**config.mk**
```make
export PLATFORM = sky130hd
export DESIGN_NAME = hex_display_scanner
export DESIGN_NICKNAME = d
export VERILOG_FILES = /design/src/rtl/hex_display_scanner.sv
export SDC_FILE = /design/constraint.sdc
export NUM_CORES = 1
export LEC_CHECK = 0
export BUFFER_PORTS_ARGS = -buffer_cell sky130_fd_sc_hd__buf_4
export CORE_AREA = 2 2 103 65
export CTS_CLUSTER_DIAMETER = 100
export DETAILED_ROUTE_END_ITERATION = 6
export DIE_AREA = 0 0 105 67
export PLACE_DENSITY = 0.74
export SYNTH_ARGS = -nofsm -noshare
export SYNTH_HDL_FRONTEND = slang
export SYNTH_SLANG_ARGS = --single-unit
export TNS_END_PERCENT = 30
```
**constraint.sdc**
```tcl
create_clock -name clk -period 4.2 [get_ports clk]
set_clock_uncertainty 0.15 [all_clocks]
set_input_delay 0.63 -clock clk [delete_from_list [all_inputs] [get_ports clk]]
set_output_delay 0.63 -clock clk [all_outputs]
set_load 0.05 [all_outputs]
```
**src/rtl/hex_display_scanner.sv**
```systemverilog
// hex_display_scanner
//   Time-multiplexes a NUM_DIGITS-nibble hex value onto one shared one-hot
//   7-segment decoder. A one-entry pending buffer accepts new values through
//   a valid/ready handshake. The buffered value is promoted to the displayed
//   value only at a frame boundary, so a single frame never mixes two values.
//
// Ports
//   clk         system clock, rising edge
//   rst_n       asynchronous active-low reset
//   load_valid  load_value is valid
//   load_ready  pending buffer empty, a load is accepted this cycle
//   load_value  hex value, digit 0 in bits [3:0]
//   blank_lz    1 = blank leading zero digits (digit 0 is never blanked)
//   dec_onehot  one-hot digit code to the decoder (bit n = value n), 0 = blank
//   digit_sel   active-high one-hot digit enable
//   frame_done  one-cycle pulse after the last digit step of a frame
module hex_display_scanner #(
   parameter int unsigned NUM_DIGITS  = 4,
   parameter int unsigned REFRESH_DIV = 50000
) (
   input  logic                      clk,
   input  logic                      rst_n,
   input  logic                      load_valid,
   output logic                      load_ready,
   input  logic [4*NUM_DIGITS-1:0]   load_value,
   input  logic                      blank_lz,
   output logic [15:0]               dec_onehot,
   output logic [NUM_DIGITS-1:0]     digit_sel,
   output logic                      frame_done
);

   localparam int unsigned VAL_W = 4 * NUM_DIGITS;
   localparam int unsigned IDX_W = (NUM_DIGITS > 1) ? $clog2(NUM_DIGITS) : 1;
   localparam int unsigned PRE_W = (REFRESH_DIV > 1) ? $clog2(REFRESH_DIV) : 1;
   localparam logic [IDX_W-1:0] LAST_IDX = IDX_W'(NUM_DIGITS - 1);
   localparam logic [PRE_W-1:0] LAST_PRE = PRE_W'(REFRESH_DIV - 1);

   typedef enum logic {
      BLANK = 1'b0,
      SCAN  = 1'b1
   } state_t;

   state_t               state, state_d;
   logic [VAL_W-1:0]     pend, pend_d;
   logic                 pend_valid, pend_valid_d;
   logic [VAL_W-1:0]     active, active_d;
   logic [IDX_W-1:0]     idx, idx_d;
   logic [PRE_W-1:0]     prescaler, prescaler_d;
   logic [15:0]          dec_d;
   logic [NUM_DIGITS-1:0] sel_d;
   logic                 frame_done_d;
   logic                 load_ready_d;

   logic [3:0]           cur_nib;
   logic                 upper_zero;

   // Current digit nibble and "this and all higher digits are zero" flag
   always_comb begin
      cur_nib    = 4'h0;
      upper_zero = 1'b1;
      for (int i = 0; i < NUM_DIGITS; i++) begin
         if (idx == IDX_W'(i)) cur_nib = active[4*i +: 4];
         if ((IDX_W'(i) >= idx) && (active[4*i +: 4] != 4'h0)) upper_zero = 1'b0;
      end
   end

   // Next-state, buffer and output logic
   always_comb begin
      state_d      = state;
      pend_d       = pend;
      pend_valid_d = pend_valid;
      active_d     = active;
      idx_d        = idx;
      prescaler_d  = prescaler;
      dec_d        = 16'h0000;
      sel_d        = '0;
      frame_done_d = 1'b0;

      // Accept only into an empty buffer; an apply can never collide with
      // this because apply requires the buffer to be full.
      if (load_valid && !pend_valid) begin
         pend_d       = load_value;
         pend_valid_d = 1'b1;
      end

      case (state)
         BLANK: begin
            if (pend_valid) begin
               active_d     = pend;
               pend_valid_d = 1'b0;
               idx_d        = '0;
               prescaler_d  = '0;
               state_d      = SCAN;
            end
         end
         SCAN: begin
            sel_d = NUM_DIGITS'(1) << idx;
            if (blank_lz && (idx != '0) && upper_zero) dec_d = 16'h0000;
            else                                       dec_d = 16'(1) << cur_nib;

            if (prescaler == LAST_PRE) begin
               prescaler_d = '0;
               if (idx == LAST_IDX) begin
                  idx_d        = '0;
                  frame_done_d = 1'b1;
                  // Frame boundary: the only point a new value may take over
                  if (pend_valid) begin
                     active_d     = pend;
                     pend_valid_d = 1'b0;
                  end
               end else begin
                  idx_d = idx + IDX_W'(1);
               end
            end else begin
               prescaler_d = prescaler + PRE_W'(1);
            end
         end
         default: state_d = BLANK;
      endcase

      load_ready_d = !pend_valid_d;
   end

   // State register
   always_ff @(posedge clk or negedge rst_n) begin
      if (!rst_n) begin
         state      <= BLANK;
         pend       <= '0;
         pend_valid <= 1'b0;
         active     <= '0;
         idx        <= '0;
         prescaler  <= '0;
         dec_onehot <= 16'h0000;
         digit_sel  <= '0;
         frame_done <= 1'b0;
         load_ready <= 1'b1;
      end else begin
         state      <= state_d;
         pend       <= pend_d;
         pend_valid <= pend_valid_d;
         active     <= active_d;
         idx        <= idx_d;
         prescaler  <= prescaler_d;
         dec_onehot <= dec_d;
         digit_sel  <= sel_d;
         frame_done <= frame_done_d;
         load_ready <= load_ready_d;
      end
   end

endmodule
```
==> impl_metrics.tcl <==
set metrics [dict create \
    start_kind "flip-flop" \
    fp.dieH_um 67 \
    grt_pass1_vias 2208 \
    p_int_uw 1300 \
    rsz0062_at_grt "no" \
    worstHoldPathType "in -> async" \
    cts_tree "built" \
    timing.final.crit_share 0.729 \
    gp_congestion 0.882 \
    finalSetupViolations 0 \
    syn_nets 300 \
    postCtsHoldBufs 0 \
    wl_um 6620 \
    netSwitchingFraction 0.256 \
    antenna_left 0 \
    synth_warnings 0 \
    grt_usage 0.213 \
    core_mm2 0.00600 \
    clock-sinks 74 \
    final_nets 344 \
    cts-buffers-inserted 9 \
    cp.arrival_ns 3.14 \
    worst_pin_slew_ns 0.867 \
    grt_overflow 0 \
    timing.hold.ws_ns 0.252 \
    pwr-share-seq 0.495 \
    grt_first_pass_wirelength_um 11200 \
    synth_flop_cell "dfrtp_1" \
    first_pass_iters 4 \
    die_area_mm2 0.00704 \
    vias_per_cell 5.86 \
    antenna_found_initial 0 \
    end_kind "flip-flop" \
    clockBufferDepth 2 \
    postSynthCellCount 274 \
    dr.first_iter.drc_count 126 \
    via_count 2381 \
    period_needed_ns 3.06 \
    path_clk_slew_ns 0.07 \
    start_util 0.546 \
    die_w_um 105 \
    grt_max_degree 75 \
    num_rows 22 \
    finalInstanceArea_mm2 0.00389 \
    worstSkewPairLatency_ns 0.35 \
    powerDensity_mw_per_mm2 448 \
    cts_resized 0 \
    cp_max_fo 21 \
    status "finished clean" \
    postSynthAreaPerCell_um2 12.0 \
    pin_count 42 \
    worstSetupPathType "reg -> reg" \
    root_buffer "clkbuf_8" \
    fin_setup_tns_ns 0 \
    ys_seq_area_frac 0.566 \
    switchingPower_uw 446 \
    cts_setup_buffers 0 \
    area_delta_synth_final_pct 18.8 \
    worstPathRequired_ns 4.27 \
    final-hold-violation-count 0 \
    drc_errors 0 \
    drv_slew 0 \
    htree_levels 3 \
    num_antenna_cells 0 \
    power.leakage_uw 0.00176 \
    netlist_area_mm2 0.00327 \
    fmaxAchievable_mhz 327 \
    placed_area_mm2 0.00365 \
    ys_ff_latch 74 \
    clockPowerShare 0.376 \
    numPortBuffers 41 \
    drive_gt1_frac 0.224 \
    power_frac_comb 0.129 \
    async_flop_share 1.00 \
    peakVddDrop_mv 0.250 \
    synth-edff-count 0 \
    synth.distinct_cells 47 \
    max_slew_margin 0.422 \
    maxCapViolations 0 \
    fillers 460 \
    wl_per_cell_um 16.3 \
    dp_hpwl_um 4640 \
]
==> Yosys cell counts, drive strengths merged (2+ instances only) <==
cell,instances,share of area
or3,3,0.0057
nand3,6,0.0092
nand2,16,0.018
o211ai,3,0.0069
or4,3,0.0069
mux2,32,0.12
ha,6,0.023
nor2,7,0.010
nor4,5,0.0096
a21oi,11,0.017
nand4,3,0.0057
and2,5,0.0096
a31oi,10,0.019
dfrtp,73,0.56
o21ai,10,0.015
nor3b,2,0.0046
a22o,5,0.013
o22ai,4,0.0076
a21o,2,0.0046
clkbuf,8,0.0092
inv,11,0.013
nand3b,2,0.0046
nor3,19,0.029
and3,3,0.0057
o31ai,2,0.0046
or4b,2,0.0061
nor2b,4,0.0076
a41oi,2,0.0054
==> cell type report <==
| cell class | instances | area (um^2) | share of cell area |
|---|---|---|---|
| clock buffer | 10 | 138 | 0.0354 |
| sequential | 74 | 1850 | 0.476 |
| timing repair buffer | 42 | 315 | 0.0811 |
| tap | 84 | 105 | 0.0270 |
| inverter | 11 | 41.3 | 0.0106 |
| clock inverter | 5 | 103 | 0.0264 |
| multi-input combinational | 180 | 1340 | 0.343 |
==> metal layers <==
layer	part of all wire	global-route usage
met1	0.51	0.316
met2	0.42	0.294
met3	0.063	0.0577
met4	0.011	0.0817
met5	0	0
==> cell families after synthesis <==
family	Yosys count	share of synthesized area
AO/OA/AOI/OAI	57	0.118
XOR/XNOR	1	0.00268
adder cells (fa/ha/maj)	6	0.0229
buffers and inverters	20	0.0264
flip-flops	74	0.566
multiplexers	32	0.122
AND/OR/NAND/NOR	84	0.143
==> sequential cells by signal, indices dropped and copies added, names as in the netlist <==
signal      cells
frame_done      1
pend_valid      1
state           1
digit_sel       4
dec_onehot     16
pend           16
active         16
load_ready      1
idx             2
prescaler      16
==> cell usage in the layout (no fill, tap or decap), types with 4 or more instances in the layout <==
cell / count
and2_1: 5
nor4_1: 5
mux2_1: 22
nor2_1: 6
o22ai_1: 4
nand2_1: 16
dfrtp_1: 73
nand3_1: 6
inv_1: 9
mux2_4: 10
nor2b_1: 4
buf_4: 42
clkbuf_8: 10
a31oi_1: 10
a22o_1: 5
a21oi_1: 11
ha_1: 6
o21ai_1: 7
nor3_1: 19
==> worst max-delay path: stages, from the launching register on <==
cell and delay (ns):
dfrtp_1 0.43, or4b_1 0.62, o41a_1 0.75, nor2_4 0.59, mux2_1 0.39
==> power by group through the flow <==
| stage | registers, uW | clock network, uW | logic, uW |
|---|---|---|---|
| 3_3_place_gp | 869 | 0 | 215 |
| 5_1_grt | 872 | 704 | 249 |
| 4_1_cts | 860 | 667 | 225 |
| 3_5_place_dp | 874 | 0 | 224 |
| 6_report | 862 | 656 | 224 |
| 2_1_floorplan | 879 | 0 | 129 |
==> per-stage QoR <==
step / cells / utilization / total power [uW] / setup WS, ns
2_1_floorplan: 274 / - / 1010 / 1.79
3_3_place_gp: 391 / 0.608 / 1080 / 1.23
3_5_place_dp: 391 / 0.608 / 1100 / 1.17
4_1_cts: 406 / 0.648 / 1750 / 1.14
5_1_grt: 406 / 0.648 / 1820 / 1.01
6_report: 406 / 0.648 / 1740 / 1.14
==> worst paths after layout <==
kind / start / endpoint / slack (ns) / cells after the start
min reg2reg: pend[1]$_DFFE_PN0P_ / pend[1]$_DFFE_PN0P_ / 0.34 / 1
min in group clk: pend[1]$_DFFE_PN0P_ / pend[1]$_DFFE_PN0P_ / 0.34 / 1
min: rst_n / pend[7]$_DFFE_PN0P_ / 0.25 / 1
max: prescaler[12]$_DFFE_PN0P_ / active[3]$_DFFE_PN0P_ / 1.14 / 4
max in group asynchronous: rst_n / dec_onehot[4]$_DFF_PN0_ / 3.09 / 1
max reg2reg: prescaler[12]$_DFFE_PN0P_ / active[3]$_DFFE_PN0P_ / 1.14 / 4
(Power assumes the default switching activity.)
